--- src/rtl/seg7_pkg.sv ---
// Shared definitions for the 7-segment frame decoder: active-high segment
// constants ordered {g,f,e,d,c,b,a}, the settle FSM state type and the
// pattern-to-nibble decode helper.
package seg7_pkg;

    localparam logic [6:0] SEG_0     = 7'h3F;
    localparam logic [6:0] SEG_1     = 7'h06;
    localparam logic [6:0] SEG_2     = 7'h5B;
    localparam logic [6:0] SEG_3     = 7'h4F;
    localparam logic [6:0] SEG_4     = 7'h66;
    localparam logic [6:0] SEG_5     = 7'h6D;
    localparam logic [6:0] SEG_6     = 7'h7D;
    localparam logic [6:0] SEG_7     = 7'h07;
    localparam logic [6:0] SEG_8     = 7'h7F;
    localparam logic [6:0] SEG_9     = 7'h6F;
    localparam logic [6:0] SEG_A     = 7'h77;
    localparam logic [6:0] SEG_B     = 7'h7C;
    localparam logic [6:0] SEG_C     = 7'h39;
    localparam logic [6:0] SEG_D     = 7'h5E;
    localparam logic [6:0] SEG_E     = 7'h79;
    localparam logic [6:0] SEG_F     = 7'h71;
    localparam logic [6:0] SEG_BLANK = 7'h00;

    typedef enum logic [1:0] {
        ST_IDLE   = 2'd0,
        ST_SETTLE = 2'd1,
        ST_HOLD   = 2'd2
    } seg7_dec_state_e;

    // Returns {valid, blank, nibble}; unknown patterns give valid=0, nibble 0.
    function automatic logic [5:0] seg7_decode(input logic [6:0] seg);
        logic [5:0] res;
        case (seg)
            SEG_0:     res = {1'b1, 1'b0, 4'h0};
            SEG_1:     res = {1'b1, 1'b0, 4'h1};
            SEG_2:     res = {1'b1, 1'b0, 4'h2};
            SEG_3:     res = {1'b1, 1'b0, 4'h3};
            SEG_4:     res = {1'b1, 1'b0, 4'h4};
            SEG_5:     res = {1'b1, 1'b0, 4'h5};
            SEG_6:     res = {1'b1, 1'b0, 4'h6};
            SEG_7:     res = {1'b1, 1'b0, 4'h7};
            SEG_8:     res = {1'b1, 1'b0, 4'h8};
            SEG_9:     res = {1'b1, 1'b0, 4'h9};
            SEG_A:     res = {1'b1, 1'b0, 4'hA};
            SEG_B:     res = {1'b1, 1'b0, 4'hB};
            SEG_C:     res = {1'b1, 1'b0, 4'hC};
            SEG_D:     res = {1'b1, 1'b0, 4'hD};
            SEG_E:     res = {1'b1, 1'b0, 4'hE};
            SEG_F:     res = {1'b1, 1'b0, 4'hF};
            SEG_BLANK: res = {1'b1, 1'b1, 4'h0};
            default:   res = {1'b0, 1'b0, 4'h0};
        endcase
        return res;
    endfunction

endpackage

--- src/rtl/seg7_digit_settle.sv ---
// Input register and per-dwell settle detector. The FSM judges each incoming
// sample against the value already held in seg_r/an_r, so a pin change is
// counted on the edge that registers it and a stable digit is captured
// SETTLE_CYCLES edges after it appears. Exactly one capture per anode dwell.
module seg7_digit_settle
    import seg7_pkg::*;
#(
    parameter int N_DIGITS      = 8,
    parameter int ACTIVE_LOW    = 1,
    parameter int SETTLE_CYCLES = 2
) (
    input  logic                clk,
    input  logic                reset,
    input  logic [6:0]          segments,
    input  logic [N_DIGITS-1:0] anodes,
    output logic                capture,
    output logic [6:0]          seg,
    output logic [N_DIGITS-1:0] an
);

    localparam logic [3:0] SETTLE_C = 4'(SETTLE_CYCLES);

    logic [6:0]          seg_in_s;
    logic [N_DIGITS-1:0] an_in_s;
    logic [6:0]          seg_r;
    logic [N_DIGITS-1:0] an_r;
    logic [3:0]          count_r;
    seg7_dec_state_e     state_r;
    logic                changed_s;
    logic                advance_s;
    logic [3:0]          next_count_s;

    assign seg_in_s  = (ACTIVE_LOW != 0) ? ~segments : segments;
    assign an_in_s   = (ACTIVE_LOW != 0) ? ~anodes : anodes;
    assign changed_s = ({seg_in_s, an_in_s} != {seg_r, an_r});

    // Decide whether this sample advances a dwell and what the count becomes.
    always_comb begin
        advance_s    = 1'b0;
        next_count_s = 4'd1;
        case (state_r)
            ST_IDLE: begin
                advance_s = (an_in_s != '0);
            end
            ST_SETTLE: begin
                advance_s = (an_in_s != '0);
                if (changed_s) begin
                    next_count_s = 4'd1;
                end else begin
                    next_count_s = count_r + 4'd1;
                end
            end
            ST_HOLD: begin
                advance_s = (an_in_s != '0) && changed_s;
            end
            default: begin
                advance_s = 1'b0;
            end
        endcase
    end

    // Input register, settle FSM and registered capture strobe/data.
    always_ff @(posedge clk) begin
        if (reset) begin
            seg_r   <= 7'd0;
            an_r    <= '0;
            count_r <= 4'd0;
            state_r <= ST_IDLE;
            capture <= 1'b0;
            seg     <= 7'd0;
            an      <= '0;
        end else begin
            seg_r   <= seg_in_s;
            an_r    <= an_in_s;
            capture <= 1'b0;
            if (advance_s) begin
                count_r <= next_count_s;
                if (next_count_s >= SETTLE_C) begin
                    capture <= 1'b1;
                    seg     <= seg_in_s;
                    an      <= an_in_s;
                    state_r <= ST_HOLD;
                end else begin
                    state_r <= ST_SETTLE;
                end
            end else if ((an_in_s == '0) && ((state_r != ST_HOLD) || changed_s)) begin
                count_r <= 4'd0;
                state_r <= ST_IDLE;
            end else begin
                state_r <= state_r;
            end
        end
    end

endmodule

--- src/rtl/seg7_frame_decoder.sv ---
// Recovers hex frames from a multiplexed 7-segment bus. Captured digits fill
// a shadow frame; once every digit has been seen the frame is offered on a
// valid/ready handshake. Build option SEG7_DEC_ERR_COUNT_EN adds a saturating
// error-event counter on o_err_count (tied to 0 otherwise).
module seg7_frame_decoder
    import seg7_pkg::*;
#(
    parameter int N_DIGITS      = 8,
    parameter int ACTIVE_LOW    = 1,
    parameter int SETTLE_CYCLES = 2
) (
    input  logic                  i_clk,
    input  logic                  i_reset,
    input  logic [6:0]            i_segments,
    input  logic [N_DIGITS-1:0]   i_anodos,
    input  logic                  i_ready,
    output logic [4*N_DIGITS-1:0] o_digits,
    output logic [N_DIGITS-1:0]   o_blank,
    output logic                  o_valid,
    output logic                  o_overrun,
    output logic                  o_err_pattern,
    output logic                  o_err_anode,
    output logic [7:0]            o_err_count
);

    logic                  cap_s;
    logic [6:0]            cap_seg_s;
    logic [N_DIGITS-1:0]   cap_an_s;
    logic [5:0]            dec_s;
    logic                  wr_s;
    logic                  pat_err_s;
    logic                  an_err_s;
    logic                  complete_s;
    logic                  ovr_event_s;
    logic [4*N_DIGITS-1:0] shadow_digits_r;
    logic [N_DIGITS-1:0]   shadow_blank_r;
    logic [N_DIGITS-1:0]   seen_r;
    logic [4*N_DIGITS-1:0] shadow_digits_n;
    logic [N_DIGITS-1:0]   shadow_blank_n;
    logic [N_DIGITS-1:0]   seen_n;

    seg7_digit_settle #(
        .N_DIGITS      (N_DIGITS),
        .ACTIVE_LOW    (ACTIVE_LOW),
        .SETTLE_CYCLES (SETTLE_CYCLES)
    ) u_settle (
        .clk      (i_clk),
        .reset    (i_reset),
        .segments (i_segments),
        .anodes   (i_anodos),
        .capture  (cap_s),
        .seg      (cap_seg_s),
        .an       (cap_an_s)
    );

    assign dec_s       = seg7_decode(cap_seg_s);
    assign wr_s        = cap_s && $onehot(cap_an_s);
    assign an_err_s    = cap_s && !$onehot(cap_an_s);
    assign pat_err_s   = cap_s && !dec_s[5];
    assign complete_s  = wr_s && (seen_n == '1);
    assign ovr_event_s = complete_s && o_valid && !i_ready;

    // Next shadow frame: a one-hot capture writes its nibble and blank bit.
    always_comb begin
        shadow_digits_n = shadow_digits_r;
        shadow_blank_n  = shadow_blank_r;
        seen_n          = seen_r;
        if (wr_s) begin
            for (int k = 0; k < N_DIGITS; k++) begin
                if (cap_an_s[k]) begin
                    shadow_digits_n[4*k +: 4] = dec_s[3:0];
                    shadow_blank_n[k]         = dec_s[4];
                    seen_n[k]                 = 1'b1;
                end else begin
                    seen_n[k] = seen_n[k];
                end
            end
        end else begin
            seen_n = seen_r;
        end
    end

    // Frame assembly, output handshake, overrun pulse and sticky error flags.
    always_ff @(posedge i_clk) begin
        if (i_reset) begin
            shadow_digits_r <= '0;
            shadow_blank_r  <= '0;
            seen_r          <= '0;
            o_digits        <= '0;
            o_blank         <= '0;
            o_valid         <= 1'b0;
            o_overrun       <= 1'b0;
            o_err_pattern   <= 1'b0;
            o_err_anode     <= 1'b0;
        end else begin
            shadow_digits_r <= shadow_digits_n;
            shadow_blank_r  <= shadow_blank_n;
            o_overrun       <= ovr_event_s;
            if (complete_s) begin
                seen_r <= '0;
                if (!ovr_event_s) begin
                    o_digits <= shadow_digits_n;
                    o_blank  <= shadow_blank_n;
                    o_valid  <= 1'b1;
                end else begin
                    o_valid <= o_valid;
                end
            end else begin
                seen_r <= seen_n;
                if (o_valid && i_ready) begin
                    o_valid <= 1'b0;
                end else begin
                    o_valid <= o_valid;
                end
            end
            if (pat_err_s) begin
                o_err_pattern <= 1'b1;
            end
            if (an_err_s) begin
                o_err_anode <= 1'b1;
            end
        end
    end

`ifdef SEG7_DEC_ERR_COUNT_EN
    logic [7:0] err_count_r;
    logic [1:0] err_inc_s;
    logic [8:0] err_sum_s;

    // A bad capture and an overrun can land on the same edge, hence a 2-bit step.
    assign err_inc_s = {1'b0, (pat_err_s || an_err_s)} + {1'b0, ovr_event_s};
    assign err_sum_s = {1'b0, err_count_r} + {7'd0, err_inc_s};

    // Saturating error-event counter.
    always_ff @(posedge i_clk) begin
        if (i_reset) begin
            err_count_r <= 8'd0;
        end else if (err_sum_s[8]) begin
            err_count_r <= 8'hFF;
        end else begin
            err_count_r <= err_sum_s[7:0];
        end
    end

    assign o_err_count = err_count_r;
`else
    assign o_err_count = 8'd0;
`endif

endmodule

--- config.mk ---
export PLATFORM = sky130hd
export DESIGN_NAME = seg7_frame_decoder
export DESIGN_NICKNAME = d
export VERILOG_FILES = /design/src/rtl/seg7_pkg.sv /design/src/rtl/seg7_digit_settle.sv /design/src/rtl/seg7_frame_decoder.sv
export SDC_FILE = /design/constraint.sdc
export NUM_CORES = 1
export LEC_CHECK = 0
export ABC_AREA = 0
export CORE_MARGIN = 1.5
export CORE_UTILIZATION = 30
export DETAILED_ROUTE_END_ITERATION = 10
export DONT_BUFFER_PORTS = 1
export SLEW_MARGIN = 20
export SYNTH_ARGS = -nofsm -noshare
export SYNTH_HDL_FRONTEND = slang
export SYNTH_SLANG_ARGS = --single-unit
--- constraint.sdc ---
create_clock -name i_clk -period 11.5 [get_ports i_clk]
set_input_delay 1.15 -clock i_clk [delete_from_list [all_inputs] [get_ports i_clk]]
set_output_delay 1.15 -clock i_clk [all_outputs]
set_load 0.005 [all_outputs]
Word-level counts from Yosys, hierarchy flattened --
Cells that the tools add are included.
Storage, ports and cells: logic and storage cells 117, bits of input ports 18, output and inout bits 52, flip-flop bits (word level) 129
Operators by class: equality and inequality tests 23, magnitude comparators 1, bitwise operators 4, add/subtract/negate cells 8, reductions and logical operators 25, muxes and demuxes 40
Operators with widths (count):
- one-hot mux 6 bit (17 select lines) | 1
- == test 7 bit (second input constant) | 12
- 2-to-1 mux 4 bit | 12
- 2-to-1 mux 32 bit | 1
- 2-to-1 mux 1 bit | 20
- 2-to-1 mux 8 bit | 2
- inequality test 15 bit | 1
- == test 7 x 3 -> 1 bit (second input constant) | 2
- == test 7 x 6 -> 1 bit (second input constant) | 2
- logical AND 1 bit | 9
- adder 1 x 1 -> 2 bit | 4
- == test 8 bit (second input constant) | 1
- zero test 8 bit | 1
- inverter 8 bit | 1
- nonzero test 8 bit | 1
- zero test 7 bit | 1
- inverter 7 bit | 1
- adder 2 x 2 -> 3 bit | 2
- 2-to-1 mux 2 bit | 3
- AND reduction 2 bit | 3
- OR reduction 2 bit | 3
- adder 3 x 3 -> 4 bit | 1
- adder 4 x 1 -> 4 bit (second input constant) | 1
- == test 4 x 1 -> 1 bit (second input constant) | 1
- other kinds (10) | 15

Longest topological paths before layout --
word-level depth 12, mapped depth 16, mapped depth without buffers 13

By module --
From an unflattened synthesis, not the netlist that was laid out.
Second synthesis, totals: cells, all modules 623, area, all modules 5671.7 µm²
By module, submodules not included:
- seg7_frame_decoder | cells each 458, sequential area each 1841.8 µm², instances 1, area each 4037.6 µm²
- seg7_digit_settle | cells each 165, sequential area each 740.7 µm², instances 1, area each 1634.1 µm²

Worst setup path before layout --
No wires, ideal clock.
path type register to register, start point register u_settle.an[1], end point register o_digits[22], clock period less this slack 4.214 ns, library setup time 0.117 ns, arrival time 4.098 ns, data required time 11.383 ns, stages on the path, launching flop included 16, path buffers 3, path slack 7.286 ns, cells stage by stage dfxtp_1 -> inv_1 -> fa_1 -> fa_1 -> fa_1 -> inv_1 -> ha_1 -> inv_1 -> fa_1 -> and3_1 -> clkbuf_1 -> o2111a_1 -> clkbuf_1 -> a21oi_1 -> clkbuf_1 -> a22o_1
Between the ends: cells in the longest elaborated chain, start to end 12, elaborated cells between the ends (all ways) 14, those cells by class 3 x add/sub; 2 x eq/ne; 3 x mux; 1 x bitwise; 5 x reduce/logical
RTL lines:
- from (decl) | line seg7_digit_settle.sv:18 | output logic [N_DIGITS-1:0] an
- from (signal assigned) | line seg7_digit_settle.sv:81 | an <= an_in_s;
- adder 1 x 1 -> 2 bit (implied by the code) | line seg7_frame_decoder.sv:57 | assign wr_s = cap_s && $onehot(cap_an_s);
- adder 2 x 2 -> 3 bit (implied by the code) | line seg7_frame_decoder.sv:57
- adder 3 x 3 -> 4 bit (implied by the code) | line seg7_frame_decoder.sv:57
- == test 4 x 1 -> 1 bit | line seg7_frame_decoder.sv:57
- logical AND 1 bit | line seg7_frame_decoder.sv:57
- 2-to-1 mux 8 bit | line seg7_frame_decoder.sv:68 | if (wr_s) begin
- == test 8 bit | line seg7_frame_decoder.sv:60 | assign complete_s = wr_s && (seen_n == '1);
- logical AND 1 bit | line seg7_frame_decoder.sv:60
- logical AND 1 bit (2 in series) | line seg7_frame_decoder.sv:61 | assign ovr_event_s = complete_s && o_valid && !i_ready;
- inverter 1 bit (no source line)
- AND reduction 2 bit (no source line)
- to (signal assigned) | line seg7_frame_decoder.sv:102 | o_digits <= shadow_digits_n;
- to (decl) | line seg7_frame_decoder.sv:17 | output logic [4*N_DIGITS-1:0] o_digits,
Several ways; a longest one is shown, not always the timed one. A chain may end at the register's enable or synchronous reset.

Final worst setup path --
start point register u_settle.an[1], end point register o_digits[19]
The elaborated chain is that of the path after synthesis.

==> reports/metrics.yaml <==
grt:
  globalRouteOverflowTotal: 0
  grt_max_degree: 73
  grt_pass1_wl_microns: 22000
  antenna_found_initial: 0
  grt_use_total_pct: 14.4
  grt_pass1_vias: 4117
sta:
  hold_viol_final: 0
  setup-tns-final_ns: 0
  period_share_pct: 47.3
  rsz0062_at_grt: "no"
  final_max_slew_viol_count: 0
  setup_viol_count_final: 0
  relSlewSlack_pct: 27.3
  max_freq_ghz: 0.184
  clock_skew_ns: 0.00814
  min_period_ns: 5.43
  worst_pin_slew_ns: 1.09
clock_network:
  root_buffer: "clkbuf_16"
  clk_latency_ns: 0.41
  clock-sinks: 129
  cts_resized: 0
  cts_tree: "yes"
  postCtsSetupBuffers: 0
  cts-hold-fix-buffers: 0
  htree_levels: 4
  cts_buffers: 17
  clk_pin_slew_ns: 0.06
  cts_buffer_depth: 2
placed_design:
  port-buffer-count: 0
  gp_congestion: 0.876
  dpl.hpwl_microns: 9760
  dp_cells: 768
detailed_routing:
  drtPass1Iterations: 8
  vias: 4255
  drtIter0Drc: 318
  antenna_left: 0
  drt_wl_total_microns: 13700
  routed_via_density: 5.32
  wl_per_cell_microns: 17.1
  drcViolationCount: 6
min_path:
  hp-class: "flop to flop"
yosys:
  yosysTopAreaCell: "dfxtp_1"
  synth_area_sq_um: 5560
  synthFlopType: "dfxtp_1"
  synth_edf_count: 0
  yosys-top-cells-area: "dfxtp_1 (46%), nor2_1 (4.3%), mux2i_1 (3.6%)"
  yosysTopAreaCellShare_pct: 46.4
  ys_warn_count: 0
  seq_area_frac_synth_pct: 46.4
  yosysUniqueCellTypes: 64
  yosysMostFrequentCell: "dfxtp_1"
  syn_inst: 578
  postSynthAreaPerCell_sq_um: 9.62
  synthArstFlopShare_pct: 0
  ys_seq_elements: 129
  synth_common_cells: "dfxtp_1 (129), nor2_1 (64), clkbuf_1 (35), a31oi_1 (31), inv_1 (23)"
die:
  io_pins: 70
  fp.dieArea_sq_um: 19400
  chipHeight_microns: 139
  core_sq_um: 18100
  start_util_pct: 30.8
  fp.dieW_microns: 139
  rows: 49
outcome:
  violations: "DRC"
  outcome: "finished with violations"
finish:
  drive_above_1_share_pct: 10.3
  fin_cells: 800
  syn_to_final_growth_pct: 12.0
  n_antenna_cell: 0
  nFillCells: 1788
  final_nets: 584
worst_setup_path:
  arrival_ns: 5.75
  cp_max_fo: 39
  cp-start-kind: "flop"
  cp.required_ns: 11.82
  cp-end-kind: "flop"
  path_class: "flop to flop"
run:
  drv_cap: 0
pwr:
  powerDensity_nw_per_um2: 156
  power_leakage_nw: 2.24
  vdd_drop_max_mv: 0.0854
cell families after synthesis:
kind of cell	share of synthesized area (%)
adders and majority gates	2.34
xor gates and xnor gates	2.83
AOI/OAI and AO/OA	18.2
DFF	46.4
muxes	7.31
and+or+nand+nor	16.9
other	0.0674
buffers and inverters	5.92
cell usage in the layout, fill, tap and decap left out, types with 6 or more instances in the layout:
cell       instances
a21oi_1           17
a22o_1            17
a31oi_1           31
and2_1            19
and3_1             9
and4_1             7
clkbuf_16         17
conb_1             8
dfxtp_1          129
inv_1             23
mux2_4            10
mux2i_1           20
nand2_1            8
nand3_1            8
nand4_1            8
nor2_1            64
nor2b_1            9
nor3_1            15
nor4_1             6
o211ai_1           6
o21a_1             8
o21ai_0            9
o2bb2ai_1         16
xor2_1            16
worst paths after layout:
path,from,endpoint,slack (ns),cells after the start
min reg2reg,o_err_pattern,o_err_pattern,0.49,2
min,o_err_pattern,o_err_pattern,0.49,2
max,u_settle.an[1],o_digits[19],6.07,13
max reg2reg,u_settle.an[1],o_digits[19],6.07,13
metal layers:
| metal | vias up | wire (microns) | global-route usage, % |
|---|---|---|---|
| li1 | 2052 | - | - |
| met1 | 2044 | 5930 | 17.4 |
| met2 | 130 | 6540 | 23.7 |
| met3 | 29 | 902 | 4.52 |
| met4 | 0 | 309 | 5.94 |
| met5 | - | 0 | 0 |
flip-flops by register name, indices dropped and copies added, names as in the netlist, 2 cells and up:
signal,flops
o_digits,32
shadow_digits_r,32
o_blank,8
seen_r,8
shadow_blank_r,8
u_settle.an,8
u_settle.an_r,8
u_settle.seg,7
u_settle.seg_r,7
u_settle.count_r,4
u_settle.state_r,2
final cells by class:
class	instances	area [sq um]	share of cell area, %
sequential	129	2580	41.4
timing repair buffer	3	22.5	0.361
multi-input combinational	383	2690	43.1
inverter	24	90.1	1.45
clock inverter	14	135	2.17
tap	229	287	4.60
clock buffer	18	429	6.89
where the power goes:
group          internal [mW]  leakage, nW  switching [mW]  total, mW
Combinational        0.00511        0.924          0.0109     0.0160
Sequential             0.450         1.04         0.00158      0.452
Clock                  0.300        0.269           0.206      0.506
worst max-delay path, stage by stage, from the launching register on:
cell       delay [ns]
dfxtp_1          0.43
inv_1            0.11
fa_1             0.48
fa_1             0.52
fa_1             0.42
inv_1            0.07
ha_1             0.15
inv_1            0.06
fa_1             0.37
nor3b_1          0.34
a21o_1           0.90
o2111a_1         0.58
nand3_1          0.54
o2bb2ai_1        0.36
through the flow:
step / util, % / power (mW) / setup slack, ns / hold slack [ns] / instance area, sq um
after floorplan: - / 0.478 / 7.29 / 0.442 / 5590
final: 34.5 / 0.974 / 6.07 / 0.490 / 6230
after detailed placement: 31.3 / 0.478 / 6.17 / 0.476 / 5660
after CTS: 34.4 / 0.986 / 6.14 / 0.494 / 6230
after global placement: 31.3 / 0.477 / 6.48 / 0.474 / 5660
after global routing: 34.5 / 1.01 / 5.61 / 0.504 / 6230
No activity file was read; power rests on OpenSTA's default activity.
